--- config.mk ---
export PLATFORM = sky130hd
export DESIGN_NAME = nonrestoring_divider_flat
export DESIGN_NICKNAME = d
export VERILOG_FILES = /design/src/rtl/nonrestoring_divider_if.sv /design/src/rtl/nonrestoring_divider.sv /design/src/flat_wrapper.sv
export SDC_FILE = /design/constraint.sdc
export NUM_CORES = 1
export LEC_CHECK = 0
export CORE_AREA = 2 2 112 114
export DETAILED_ROUTE_END_ITERATION = 7
export DIE_AREA = 0 0 114 116
export PLACE_DENSITY_LB_ADDON = 0.05
export SYNTH_ARGS = -nofsm -noshare
export SYNTH_HDL_FRONTEND = slang
export SYNTH_SLANG_ARGS = --single-unit
--- constraint.sdc ---
create_clock -name clk -period 6.64 [get_ports clk]
set_clock_uncertainty 0.1 [all_clocks]
set_input_delay 1.992 -clock clk [delete_from_list [all_inputs] [get_ports clk]]
set_output_delay 1.992 -clock clk [all_outputs]
set_load 0.1 [all_outputs]
--- src/rtl/nonrestoring_divider_if.sv ---
// Handshake and operand/result bundle for the sequential signed divider.
// The master issues start with operands; the slave returns busy/done and the results.
interface nonrestoring_divider_if #(
  parameter int WIDTH = 16
);
  logic             start;
  logic [WIDTH-1:0] dividend;
  logic [WIDTH-1:0] divisor;
  logic             busy;
  logic             done;
  logic [WIDTH-1:0] quotient;
  logic [WIDTH-1:0] remainder;
  logic             dbz;
  logic             ovf;

  modport master (
    output start, dividend, divisor,
    input  busy, done, quotient, remainder, dbz, ovf
  );

  modport slave (
    input  start, dividend, divisor,
    output busy, done, quotient, remainder, dbz, ovf
  );
endinterface

--- src/rtl/nonrestoring_divider.sv ---
// Sequential signed divider, one non-restoring add/sub-and-shift iteration per clock.
// Quotient truncates toward zero; remainder takes the sign of the dividend.
//
//   state | meaning
//   IDLE  | waiting for start; results held
//   CALC  | WIDTH shift/add-or-subtract iterations, counter running down
//   CORR  | remainder fix-up, sign correction, results loaded, done pulsed
module nonrestoring_divider #(
  parameter int WIDTH = 16
) (
  input  logic                  clk,
  input  logic                  rst_n,
  nonrestoring_divider_if.slave bus
);

  localparam int CW = $clog2(WIDTH + 1);

  typedef enum logic [1:0] {
    IDLE = 2'd0,
    CALC = 2'd1,
    CORR = 2'd2
  } state_t;

  state_t           state;
  logic [CW-1:0]    cnt;
  logic [WIDTH+1:0] p;
  logic [WIDTH-1:0] qm;
  logic [WIDTH-1:0] mag_d;
  logic             sign_a;
  logic             sign_q;
  logic             dbz_pend;
  logic             ovf_pend;

  logic [WIDTH-1:0] mag_a_in;
  logic [WIDTH-1:0] mag_d_in;
  logic [WIDTH+1:0] md_ext;
  logic [WIDTH+1:0] p_sh;
  logic [WIDTH+1:0] p_step;
  logic [WIDTH-1:0] rem_mag;
  logic [WIDTH-1:0] rem_out;
  logic [WIDTH-1:0] quo_out;

  // Magnitudes are kept unsigned, so |MIN| = 2^(WIDTH-1) is exact.
  always_comb begin
    mag_a_in = bus.dividend;
    mag_d_in = bus.divisor;
    if (bus.dividend[WIDTH-1]) mag_a_in = {WIDTH{1'b0}} - bus.dividend;
    if (bus.divisor[WIDTH-1])  mag_d_in = {WIDTH{1'b0}} - bus.divisor;

    md_ext = {2'b00, mag_d};
    p_sh   = {p[WIDTH:0], qm[WIDTH-1]};
    p_step = p[WIDTH+1] ? (p_sh + md_ext) : (p_sh - md_ext);

    rem_mag = p[WIDTH+1] ? (p[WIDTH-1:0] + mag_d) : p[WIDTH-1:0];
    rem_out = sign_a ? ({WIDTH{1'b0}} - rem_mag) : rem_mag;
    quo_out = sign_q ? ({WIDTH{1'b0}} - qm) : qm;
    if (dbz_pend) quo_out = {WIDTH{1'b1}};
  end

  always_ff @(posedge clk or negedge rst_n) begin
    if (!rst_n) begin
      state         <= IDLE;
      cnt           <= '0;
      p             <= '0;
      qm            <= '0;
      mag_d         <= '0;
      sign_a        <= 1'b0;
      sign_q        <= 1'b0;
      dbz_pend      <= 1'b0;
      ovf_pend      <= 1'b0;
      bus.busy      <= 1'b0;
      bus.done      <= 1'b0;
      bus.quotient  <= '0;
      bus.remainder <= '0;
      bus.dbz       <= 1'b0;
      bus.ovf       <= 1'b0;
    end else begin
      bus.done <= 1'b0;
      case (state)
        IDLE: begin
          if (bus.start) begin
            sign_a   <= bus.dividend[WIDTH-1];
            sign_q   <= bus.dividend[WIDTH-1] ^ bus.divisor[WIDTH-1];
            qm       <= mag_a_in;
            mag_d    <= mag_d_in;
            p        <= '0;
            cnt      <= CW'(WIDTH);
            dbz_pend <= (bus.divisor == '0);
            ovf_pend <= (bus.dividend == {1'b1, {(WIDTH-1){1'b0}}}) &&
                        (bus.divisor == {WIDTH{1'b1}});
            bus.busy <= 1'b1;
            state    <= CALC;
          end
        end
        CALC: begin
          p   <= p_step;
          qm  <= {qm[WIDTH-2:0], ~p_step[WIDTH+1]};
          cnt <= cnt - CW'(1);
          if (cnt == CW'(1)) state <= CORR;
        end
        CORR: begin
          bus.quotient  <= quo_out;
          bus.remainder <= rem_out;
          bus.dbz       <= dbz_pend;
          bus.ovf       <= ovf_pend;
          bus.done      <= 1'b1;
          bus.busy      <= 1'b0;
          state         <= IDLE;
        end
        default: state <= IDLE;
      endcase
    end
  end

endmodule
--- src/flat_wrapper.sv ---
// flat-port wrapper written by rule: the top's interface ports become plain ports
module nonrestoring_divider_flat 
#(
  parameter int WIDTH = 16
)
  (clk, rst_n, bus_start, bus_dividend, bus_divisor, bus_busy, bus_done, bus_quotient, bus_remainder, bus_dbz, bus_ovf);
  nonrestoring_divider_if #(.WIDTH(WIDTH)) bus_i ();
  input  logic clk;
  input  logic rst_n;
  input wire logic [$bits(bus_i.start)-1:0] bus_start;
  input wire logic [$bits(bus_i.dividend)-1:0] bus_dividend;
  input wire logic [$bits(bus_i.divisor)-1:0] bus_divisor;
  output wire logic [$bits(bus_i.busy)-1:0] bus_busy;
  output wire logic [$bits(bus_i.done)-1:0] bus_done;
  output wire logic [$bits(bus_i.quotient)-1:0] bus_quotient;
  output wire logic [$bits(bus_i.remainder)-1:0] bus_remainder;
  output wire logic [$bits(bus_i.dbz)-1:0] bus_dbz;
  output wire logic [$bits(bus_i.ovf)-1:0] bus_ovf;
  assign bus_i.start = bus_start;
  assign bus_i.dividend = bus_dividend;
  assign bus_i.divisor = bus_divisor;
  assign bus_busy = bus_i.busy;
  assign bus_done = bus_i.done;
  assign bus_quotient = bus_i.quotient;
  assign bus_remainder = bus_i.remainder;
  assign bus_dbz = bus_i.dbz;
  assign bus_ovf = bus_i.ovf;
  nonrestoring_divider #(.WIDTH(WIDTH)) u_core (.clk(clk), .rst_n(rst_n), .bus(bus_i));
endmodule
**Yosys cells after proc, flatten, opt, wreduce, memory -nomap -nowiden**

Index checks and enable logic that the tools add are counted.

- Bits of input ports: 35
- Word-level logic and storage cells: 60
- Output and inout port bits: 36
- Register bits after elaboration: 97

- Reduce and logical (&&, ||, !) cells: 9
- Muxes and demuxes: 19
- Equal/unequal tests: 7
- Bitwise gates (word level): 2
- Add/subtract/negate cells: 8

Operators with widths:

| operator | number |
|---|---|
| $mux 16 | 7 |
| $sub 1x16->16 const A | 4 |
| $mux 18 | 2 |
| $pmux 18 s2 | 1 |
| $eq 16x16->1 const B | 2 |
| $pmux 16 s2 | 1 |
| $add 18x16->18 | 1 |
| $sub 18x16->18 | 1 |
| $add 16x16->16 | 1 |
| $logic_not 16->1 | 1 |
| $pmux 5 s2 | 1 |
| $reduce_and 2->1 | 4 |
| $eq 5x1->1 const B | 1 |
| $mux 5 | 1 |
| $sub 5x1->5 const B | 1 |
| $mux 2 | 2 |
| $pmux 2 s2 | 1 |
| $reduce_bool 2->1 | 2 |
| $eq 2x1->1 const B | 1 |
| $eq 2x2->1 const B | 1 |
| $logic_not 2->1 | 1 |
| $mux 1 | 2 |
| $ne 2x1->1 const B | 1 |
| $ne 2x2->1 const B | 1 |
| 4 further kinds | 4 |

**Logic depth before layout (Yosys ltp)**

Gate-level depths: netlist (run 1).

- Word-level depth: 4
- Gate-level depth with buffers: 16
- Gate-level depth less buffers: 15

**Worst setup path after synthesis (run 1)**

OpenSTA, ideal clock, no wires.

- Kind: input to register
- Start: in bus_dividend[4]
- End: reg u_core.qm[13]
- Arrival time: 3.792 ns
- Required time: 6.407 ns
- Setup slack: 2.615 ns
- Setup time: 0.133 ns
- Path buffers: 0
- Cell stages on the path: 7
- Cell sequence: or4_1 -> or2_2 -> or3_1 -> or2_2 -> o21ai_0 -> xor2_1 -> o21ai_0

- Word-level cells in the longest chain between the ends: 4

Ends and longest elaborated chain:

| element | RTL line | RTL |
|---|---|---|
| start: declaration | flat_wrapper.sv:11 | `input wire logic [$bits(bus_i.dividend)-1:0] bus_dividend;` |
| $sub 1x16->16 | nonrestoring_divider.sv:47 | `if (bus.dividend[WIDTH-1]) mag_a_in = {WIDTH{1'b0}} - bus.dividend;` |
| $mux 16 | nonrestoring_divider.sv:47 |  |
| $mux 16 | nonrestoring_divider.sv:81 | `if (bus.start) begin` |
| $pmux 16 s2 | nonrestoring_divider.sv:79 | `case (state)` |
| end signal: assignment | nonrestoring_divider.sv:84 | `qm <= mag_a_in;` |
| end signal: assignment | nonrestoring_divider.sv:97 | `qm <= {qm[WIDTH-2:0], ~p_step[WIDTH+1]};` |
| end: declaration | nonrestoring_divider.sv:27 | `logic [WIDTH-1:0] qm;` |

No other way between the ends. The select of a mux whose other input is x is not followed.
A chain may end at the register's enable or synchronous reset.

**Worst setup path in the final report (run 1)**

- Start: in bus_dividend[0]
- End: reg u_core.qm[13]

The elaborated chain is that of the path after synthesis.

==> metrics.cfg, run 1 <==
[die]
die_h_microns = 116
die_area_sq_um = 13220
dieWidth_microns = 114
placementRows = 40
top_level_ports = 71
core_sq_um = 11910
initial_core_util_pct = 58.78

[logic_synthesis]
ys_warn_count = 0
syn_area_sq_um = 7002
yosysUniqueCellTypes = 79
synth-seq-cells = 97
yosys-top-cells-area = dfrtp_1 35%, ha_1 7.1%, xor2_1 7.0%, o21ai_0 6.4%, nand2_1 6.1%
syn_inst = 814
synth_edf_count = 0
yosysTopAreaCell = dfrtp_1
yosysTopAreaCellShare_pct = 34.67
synthFlopType = dfrtp_1
ys_seq_area_share_pct = 34.67
synth_area_per_cell_sq_um = 8.602
syn_nets = 891
async_reset_ff_share_pct = 100.0

[detailed_routing]
drtIter0Drc = 490
drc = 0
wl_microns = 17020
postRouteAntennaNets = 0
firstDrtPassIters = 6
vias = 6233
drt-vias-per-instance = 6.105
wl_per_cell_microns = 16.67

[worst_setup_path]
regToRegSetupSlack_ps = 2590
cp_slowest_cell = clkdlybuf4s50_1
r2r_cells = 13
crit_arrival_ps = 4490
cpPeakStageDelay_ps = 440
worstSetupStartpointType = input port
end_kind = flip-flop
crit_fanout = 3
crit_type = input port to flip-flop
cp_cell_sequence = clkdlybuf4s50_1 -> inv_1 -> nand2_1 -> or4_1 -> or2_2 -> or3_1 -> or2_2 -> o21ai_0 -> xor2_1 -> o21ai_0
required_ps = 6770

[placed_design]
place_ws_ps = 1936
place_hpwl_microns = 13060
dpl.cell_count = 1005
routabilityCongestion = 0.9404
io_buffers = 70

[sta]
max_slew_margin_pct = 34.74
fin_ws_ps = 2275
fmax_mhz = 229.1
setup_tns_ps = 0
final.min_clock_period_ps = 4365
worst_pin_slew_ps = 975.9
slew_viol_final = 0
rsz0062_at_grt = no
hold_violations = 0
fin_crit_sh_pct = 65.73
setup_viol = 0

[grt]
grt_usage_pct = 27.21
grt_pass1_vias = 5821
grt_pass1_wl_microns = 28710
overflow = 0
grt_max_degree = 60
grt_antenna_before_repair = 0

[worst_hold_path]
hp-class = flip-flop to flip-flop
worstHoldPathCells = 2

[clocking]
post_cts_buffers = 0
tritoncts = done
clock_tree.buffer_depth = 2
hold_buffers = 0
cts.sinks = 97
cts_buffers = 9
cts_root_buf = clkbuf_16
htreeDepth = 3
clkTransAtPathRegs_ps = 80
insertion_delay_ps = 350
ctsResizeCount = 0

[finish]
nNetsFinal = 946
drive_above_1_share_pct = 5.492
synthToLayoutAreaGrowth_pct = 14.81
final_cells = 1021
antenna_cells = 0

[flow_run]
drv_cap = 0

[run_status]
outcome = finished, final reports clean

-- metrics by stage --
step / utilization [%] / cell area [sq um] / hold slack, ps
after CTS: 67.49 / 8039 / 380.3
after global placement: 65.03 / 7746 / 355.2
after floorplan: - / 7002 / 338.6
after global routing: 67.49 / 8039 / 415.4
final: 67.49 / 8039 / 373.8
after detailed placement: 65.03 / 7746 / 364.2
-- cells in the mapped netlist (all sizes together) (8+ instances only) --
cell and count:
nor2 56, o41ai 8, nand2 115, clkbuf 27, a22oi 9, a21oi 55, mux2i 8, o22ai 13
nor3 15, o31ai 10, inv 24, nand2b 11, or3 13, dfrtp 97, xnor2 35, nand3 14
or4 8, xor2 56, ha 40, o21ai 97
-- logic make-up after synthesis --
family | count (synthesis) | synth area share (%)
and+or+nand+nor | 272 | 18.76
AOI/OAI and AO/OA | 246 | 22.16
DFF | 97 | 34.67
xor gates and xnor gates | 91 | 11.38
buffers and inverters | 57 | 4.003
adders and majority gates | 42 | 7.720
muxes | 9 | 1.305
-- sequential cells by signal, summed over array words and instances (netlist names) --
| register | cells |
|---|---|
| u_core.mag_d | 16 |
| u_core.qm | 16 |
| u_core.sign_a | 1 |
| u_core.cnt | 5 |
| u_core.ovf_pend | 1 |
| u_core.state | 2 |
| u_core.p | 18 |
| u_core.bus.remainder | 16 |
| u_core.bus.dbz | 1 |
| u_core.sign_q | 1 |
| u_core.bus.quotient | 16 |
| u_core.dbz_pend | 1 |
| u_core.bus.done | 1 |
| u_core.bus.ovf | 1 |
| u_core.bus.busy | 1 |
-- routing by layer --
layer  vias to the layer above  part of all wire [%]  track usage, %
met4                         0                   1.4           6.911
met1                      2928                    47           39.05
met5                         -                     0               0
li1                       3034                     -               -
met2                       242                    45           43.33
met3                        29                   7.2           4.289
-- area by class of cell --
class | instances | area [sq um]
multi-input cells | 660 | 4298
fillers | 1011 | 3872
flip-flops and latches | 97 | 2427
repair buffers | 76 | 743.2
clock buffers | 10 | 239.0
well taps | 147 | 183.9
inverters | 25 | 93.84
clock inverters | 6 | 53.80
-- worst max-delay path, delay by kind of cell --
| family | cells | cell delay [ps] |
|---|---|---|
| compound gates | 2 | 320 |
| xor+xnor | 1 | 210 |
| buf+inv | 2 | 530 |
| simple gates | 5 | 1420 |
-- final timing paths --
path	to	from
hold reg to reg	u_core.bus.remainder[5]	u_core.bus.remainder[5]
min in group asynchronous	u_core.bus.remainder[13]	rst_n
setup / recovery	u_core.qm[13]	bus_dividend[0]
setup reg to reg	u_core.qm[0]	u_core.p[17]
hold / removal	u_core.bus.remainder[5]	u_core.bus.remainder[5]
max in group asynchronous	u_core.mag_d[1]	rst_n
-- cells in the final DEF (no fill, tap or decap), types with 14 or more instances in the layout --
master / netlist / layout
o21ai_0: 90 / 90
xnor2_1: 35 / 35
nor3_1: 15 / 15
xor2_1: 56 / 56
nor2_1: 56 / 56
inv_1: 23 / 23
nand2_1: 114 / 114
nand3_1: 14 / 14
ha_1: 40 / 40
a21oi_1: 55 / 55
dfrtp_1: 97 / 97
clkdlybuf4s50_1: 0 / 69
Power of run 1 is left out: the tool's default activity adds up to more than one toggle a clock period on the data nets, which glitch-free logic cannot reach.
==> run 2: changes to the inputs <==
- CORE_AREA: 2 2 112 114 -> 2 2 118 120
- DIE_AREA: 0 0 114 116 -> 0 0 120 122
- clock period: 6.64 -> 3.68 ns (I/O delays scaled with it)
==> metrics.cfg, run 2 (synthesis gave the netlist of run 1 again) <==
[placed_design]
place_area_sq_um = 7880
routabilityCongestion = 0.8441
dpl.cell_count = 1059
io_buffers = 70
place_hpwl_microns = 13420

[die]
die_h_microns = 122
initial_core_util_pct = 51.85
die_area_sq_um = 14640
core_sq_um = 13500
placementRows = 43
top_level_ports = 71
dieWidth_microns = 120

[worst_setup_path]
crit_arrival_ps = 3630
cp-startpoint = u_core.mag_d[0]
required_ps = 3820
end_kind = flip-flop
r2r_cells = 13
regToRegSetupSlack_ps = 190
crit_type = flip-flop to flip-flop
cp-endpoint = u_core.p[14]
cp_cell_sequence = inv_1 -> ha_1 -> mux2_2 -> fa_1 -> a21o_1 -> a21oi_1 -> nor2b_1 -> o21a_1 -> o2111ai_1 -> nand4b_1 -> a31oi_1 -> xor2_1 -> o21ai_0
reg2reg_from = u_core.mag_d[0]
cp_slowest_cell = dfrtp_1
crit_fanout = 5
worst_r2r_endpoint = u_core.p[14]
cpPeakStageDelay_ps = 450
worstSetupStartpointType = flip-flop

[grt]
grt_usage_pct = 24.73
use_met1_pct = 35.83
grt_use_met2_pct = 38.88
grtUsageMet3_pct = 2.622
overflow = 0
grt_most_used_layer = met2
grt_pass1_vias = 5813
grt_max_degree = 54
grt_pass1_wl_microns = 28670
grt_antenna_before_repair = 0

[sta]
rsz0062_at_grt = no
worst_pin_slew_ps = 938.9
final.min_clock_period_ps = 3491
hold_violations = 0
max_slew_margin_pct = 37.18
setup_tns_ps = 0
setup_viol = 0
slew_viol_final = 0
fin_crit_sh_pct = 94.87
fmax_mhz = 286.4

[clocking]
insertion_delay_ps = 360
clock_tree.buffer_depth = 2
tritoncts = done
clkTransAtPathRegs_ps = 70
cts_buffers = 9
hold_buffers = 0
cts.sinks = 97
htreeDepth = 3
cts_root_buf = clkbuf_16
post_cts_buffers = 0

[detailed_routing]
vias = 6155
wl_microns = 17300
drt-vias-per-instance = 5.726
postRouteAntennaNets = 0
drtIter0Drc = 411
firstDrtPassIters = 5
wl_per_cell_microns = 16.09
drc = 0

[finish]
finish.instance_area_sq_um = 8180
final_cell_mix = 114 x nand2_1, 96 x dfrtp_1, 90 x o21ai_0
nNetsFinal = 967
synthToLayoutAreaGrowth_pct = 16.83
final_common_cell = nand2_1
fin_util_pct = 60.58
top_register = u_core.p
antenna_cells = 0
fillers = 1258
largest_reg_flops = 18
final_cells = 1075
drive_above_1_share_pct = 11.96

[run_status]
outcome = finished, final reports clean

[flow_run]
drv_cap = 0

[worst_hold_path]
hp-class = flip-flop to flip-flop
hold_start = u_core.cnt[4]

[run 2: changes by cell type in the layout (fill, tap and decap cells not counted)]
cell and delta:
a21oi_1 -1, buf_4 +55, dfrtp_1 -1, clkdlybuf4s50_1 -36
a21oi_2 +1, clkinv_4 +1, inv_6 -2, buf_12 +2
inv_8 +1, dfrtp_2 +1
[run 2: cell type report]
type	count	area [sq um]	share of cell area [%]
Multi-Input combinational cell	660	4302	52.58
Timing Repair Buffer	97	835.8	10.22
Clock inverter	6	56.30	0.6883
Clock buffer	10	239.0	2.921
Inverter	25	93.84	1.147
Sequential cell	97	2429	29.69
Tap cell	180	225.2	2.753
[run 2: worst max-delay path, delay by kind of cell, from the launching register on]
kind                     cells  cell delay [ps]
flip-flops                   1              450
buffers and inverters        1               70
AND/OR/NAND/NOR              2              220
multiplexers                 1              290
XOR/XNOR                     1              200
adder cells (fa/ha/maj)      2              720
AO/OA/AOI/OAI                6             1310
[run 2: stage by stage]
step | worst slack (ps) | hold WS (ps)
after floorplan | 427.1 | 338.6
after global placement | 32.76 | 355.9
after detailed placement | -23.71 | 366.0
after CTS | 189.8 | 382.5
after global routing | 25.51 | 410.3
final | 188.6 | 376.7
[run 2: repair_timing]
item                                   in CTS  in global routing
endpoints found under the hold margin       0                  0
resized for setup                           0                  2
setup endpoints to repair                   0                  2
[run 2: routing by layer]
metal,routed length (microns),vias up
li1,-,3086
met1,8514,2905
met2,7808,150
met3,727,14
met4,246,0
met5,0,-
[run 2: worst min-delay path by stage]
stage / endpoint / slack (ps) / cells after the start
floorplan: u_core.bus.ovf / 340 / 2
global route: u_core.bus.quotient[0] / 410 / 2
detailed placement: u_core.bus.quotient[0] / 370 / 2
global placement: u_core.bus.remainder[5] / 360 / 2
CTS: u_core.bus.quotient[0] / 380 / 2
finish: u_core.cnt[4] / 380 / 1
Power of run 2 is left out for the same reason.
==> run 3: changes to the inputs <==
- ABC_AREA: not set -> 1
- CORE_AREA: 2 2 118 120 -> 2 2 115 117
- DIE_AREA: 0 0 120 122 -> 0 0 117 119
- TNS_END_PERCENT: not set -> 1
- clock period: 3.68 -> 3.8 ns (I/O delays scaled with it)
==> metrics.cfg, run 3 <==
[clocking]
cts_buffers = 9
hold_buffers = 0
cts_root_buf = clkbuf_16
insertion_delay_ps = 350
cts.sinks = 97
tritoncts = done
htreeDepth = 3
clkTransAtPathRegs_ps = 70
ctsResizeCount = 0
clock_tree.buffer_depth = 2
post_cts_buffers = 0

[worst_setup_path]
crit_fanout = 6
end_kind = flip-flop
worstSetupStartpointType = flip-flop
crit_type = flip-flop to flip-flop
required_ps = 3920
crit_arrival_ps = 3330

[sta]
slew_viol_final = 0
hold_violations = 0
worst_pin_slew_ps = 813.5
max_slew_margin_pct = 45.70
holdWs_ps = 379.8
fmax_mhz = 311.3
setup_viol = 0
final.min_clock_period_ps = 3212
setup_tns_ps = 0
rsz0062_at_grt = no
fin_crit_sh_pct = 84.53

[detailed_routing]
firstDrtPassIters = 5
vias = 6856
drtIter0Drc = 606
wl_per_cell_microns = 14.70
postRouteAntennaNets = 0
drc = 0
drt-vias-per-instance = 5.348
wl_microns = 18840

[finish]
nNetsFinal = 1178
final_cell_mix = 264 x nand2_1, 133 x inv_1, 97 x dfrtp_1
fin_util_pct = 65.56
drive_above_1_share_pct = 9.132
antenna_cells = 0
fillers = 1166
largest_reg_flops = 18
top_register = u_core.p
final_common_cell = nand2_1
synthToLayoutAreaGrowth_pct = 14.94
finish.instance_area_sq_um = 8441

[worst_hold_path]
hp-class = flip-flop to flip-flop

[die]
placementRows = 42
core_sq_um = 12870
top_level_ports = 71
die_h_microns = 119
dieWidth_microns = 117
initial_core_util_pct = 57.04
die_area_sq_um = 13920

[placed_design]
io_buffers = 70
place_hpwl_microns = 14790
place_area_sq_um = 8140
routabilityCongestion = 0.9936

[logic_synthesis]
ys_warn_count = 0
synthFlopType = dfrtp_1
yosysUniqueCellTypes = 46
yosys-top-cells-area = dfrtp_1 33%, nand2_1 13%, ha_1 6.8%, inv_1 6.8%, xor2_1 6.0%
syn_area_sq_um = 7343
post-synth-top-count-cell = nand2_1
synth_edf_count = 0
yosysTopAreaCell = dfrtp_1
synth_area_per_cell_sq_um = 7.074
synth_common_cells = 264 x nand2_1, 133 x inv_1, 97 x dfrtp_1
syn_inst = 1038
ys_seq_area_share_pct = 33.06
async_reset_ff_share_pct = 100.0
yosysTopAreaCellShare_pct = 33.06
synth-seq-cells = 97
syn_nets = 1115

[grt]
grt_usage_pct = 28.69
grt_max_degree = 61
overflow = 0
grt_antenna_before_repair = 0
grt_pass1_vias = 6493
grt_pass1_wl_microns = 31120

[run_status]
outcome = finished, final reports clean

[flow_run]
drv_cap = 0

-- run 3: changes by cell type after synthesis, sizes merged, moves of 17 or more --
cell and delta:
nor2 +36, nand3 +61, xnor2 -29, nand2 +157, inv +112, o21ai -17
-- run 3: through the flow --
| step | std cells | worst slack (ps) |
|---|---|---|
| 2_1_floorplan | 1038 | 955.0 |
| 3_3_place_gp | 1266 | 557.9 |
| 3_5_place_dp | 1266 | 526.9 |
| 4_1_cts | 1282 | 615.9 |
| 5_1_grt | 1282 | 232.2 |
| 6_report | 1282 | 587.9 |
-- run 3: worst max-delay path, stage by stage, from the launching register on --
cell and delay, ps:
dfrtp_1 430, inv_1 130, ha_1 200, nand3_1 110, nor2_1 190, nand2_1 100
nor2_1 130, a21oi_1 90, xor2_1 160, ha_1 360, nand2_1 100, nand2_1 70
a21oi_1 140, nor2_1 50, a211oi_1 170, o211ai_1 130, a21oi_1 150, o21ai_0 120
nand2_1 80, o21ai_1 60
-- run 3: area by class of cell --
type,count,area (sq um),area share (%)
multi-input combinational,774,4267,50.55
sequential,97,2427,28.76
timing repair buffer,82,710.7,8.420
inverter,137,515.5,6.107
clock buffer,9,225.2,2.668
tap,176,220.2,2.609
clock inverter,7,75.07,0.8894
-- run 3: metal layers --
metal  wire length (microns)  vias up  GRT usage (%)
met1                    8830     3086          40.86
li1                        -     3539              -
met5                       0        -              0
met2                    8415      197          44.29
met3                    1036       34          3.766
met4                     561        0          11.10
-- run 3: path summary, 6_finish.rpt --
path | startpoint | endpoint | slack [ps] | cells after the start
worst max-delay path | u_core.mag_d[1] | u_core.qm[0] | 590 | 19
worst min-delay path | u_core.bus.busy | u_core.bus.busy | 380 | 2
worst max register to register | u_core.mag_d[1] | u_core.qm[0] | 590 | 19
worst min register to register | u_core.bus.busy | u_core.bus.busy | 380 | 2
max in group asynchronous | rst_n | u_core.mag_d[7] | 2140 | 2
min in group asynchronous | rst_n | u_core.bus.remainder[4] | 750 | 1
-- run 3: cells by family (layout without fill, tap and decap cells) --
family	after synthesis	in the layout	share of synthesized area, %
AND/OR/NAND/NOR	483	483	29.00
AO/OA/AOI/OAI	192	192	14.89
adder cells (fa/ha/maj)	42	42	7.361
multiplexers	1	1	0.1363
flip-flops	97	97	33.06
buffers and inverters	167	235	8.877
XOR/XNOR	56	56	6.679
Power of run 3 is left out for the same reason.
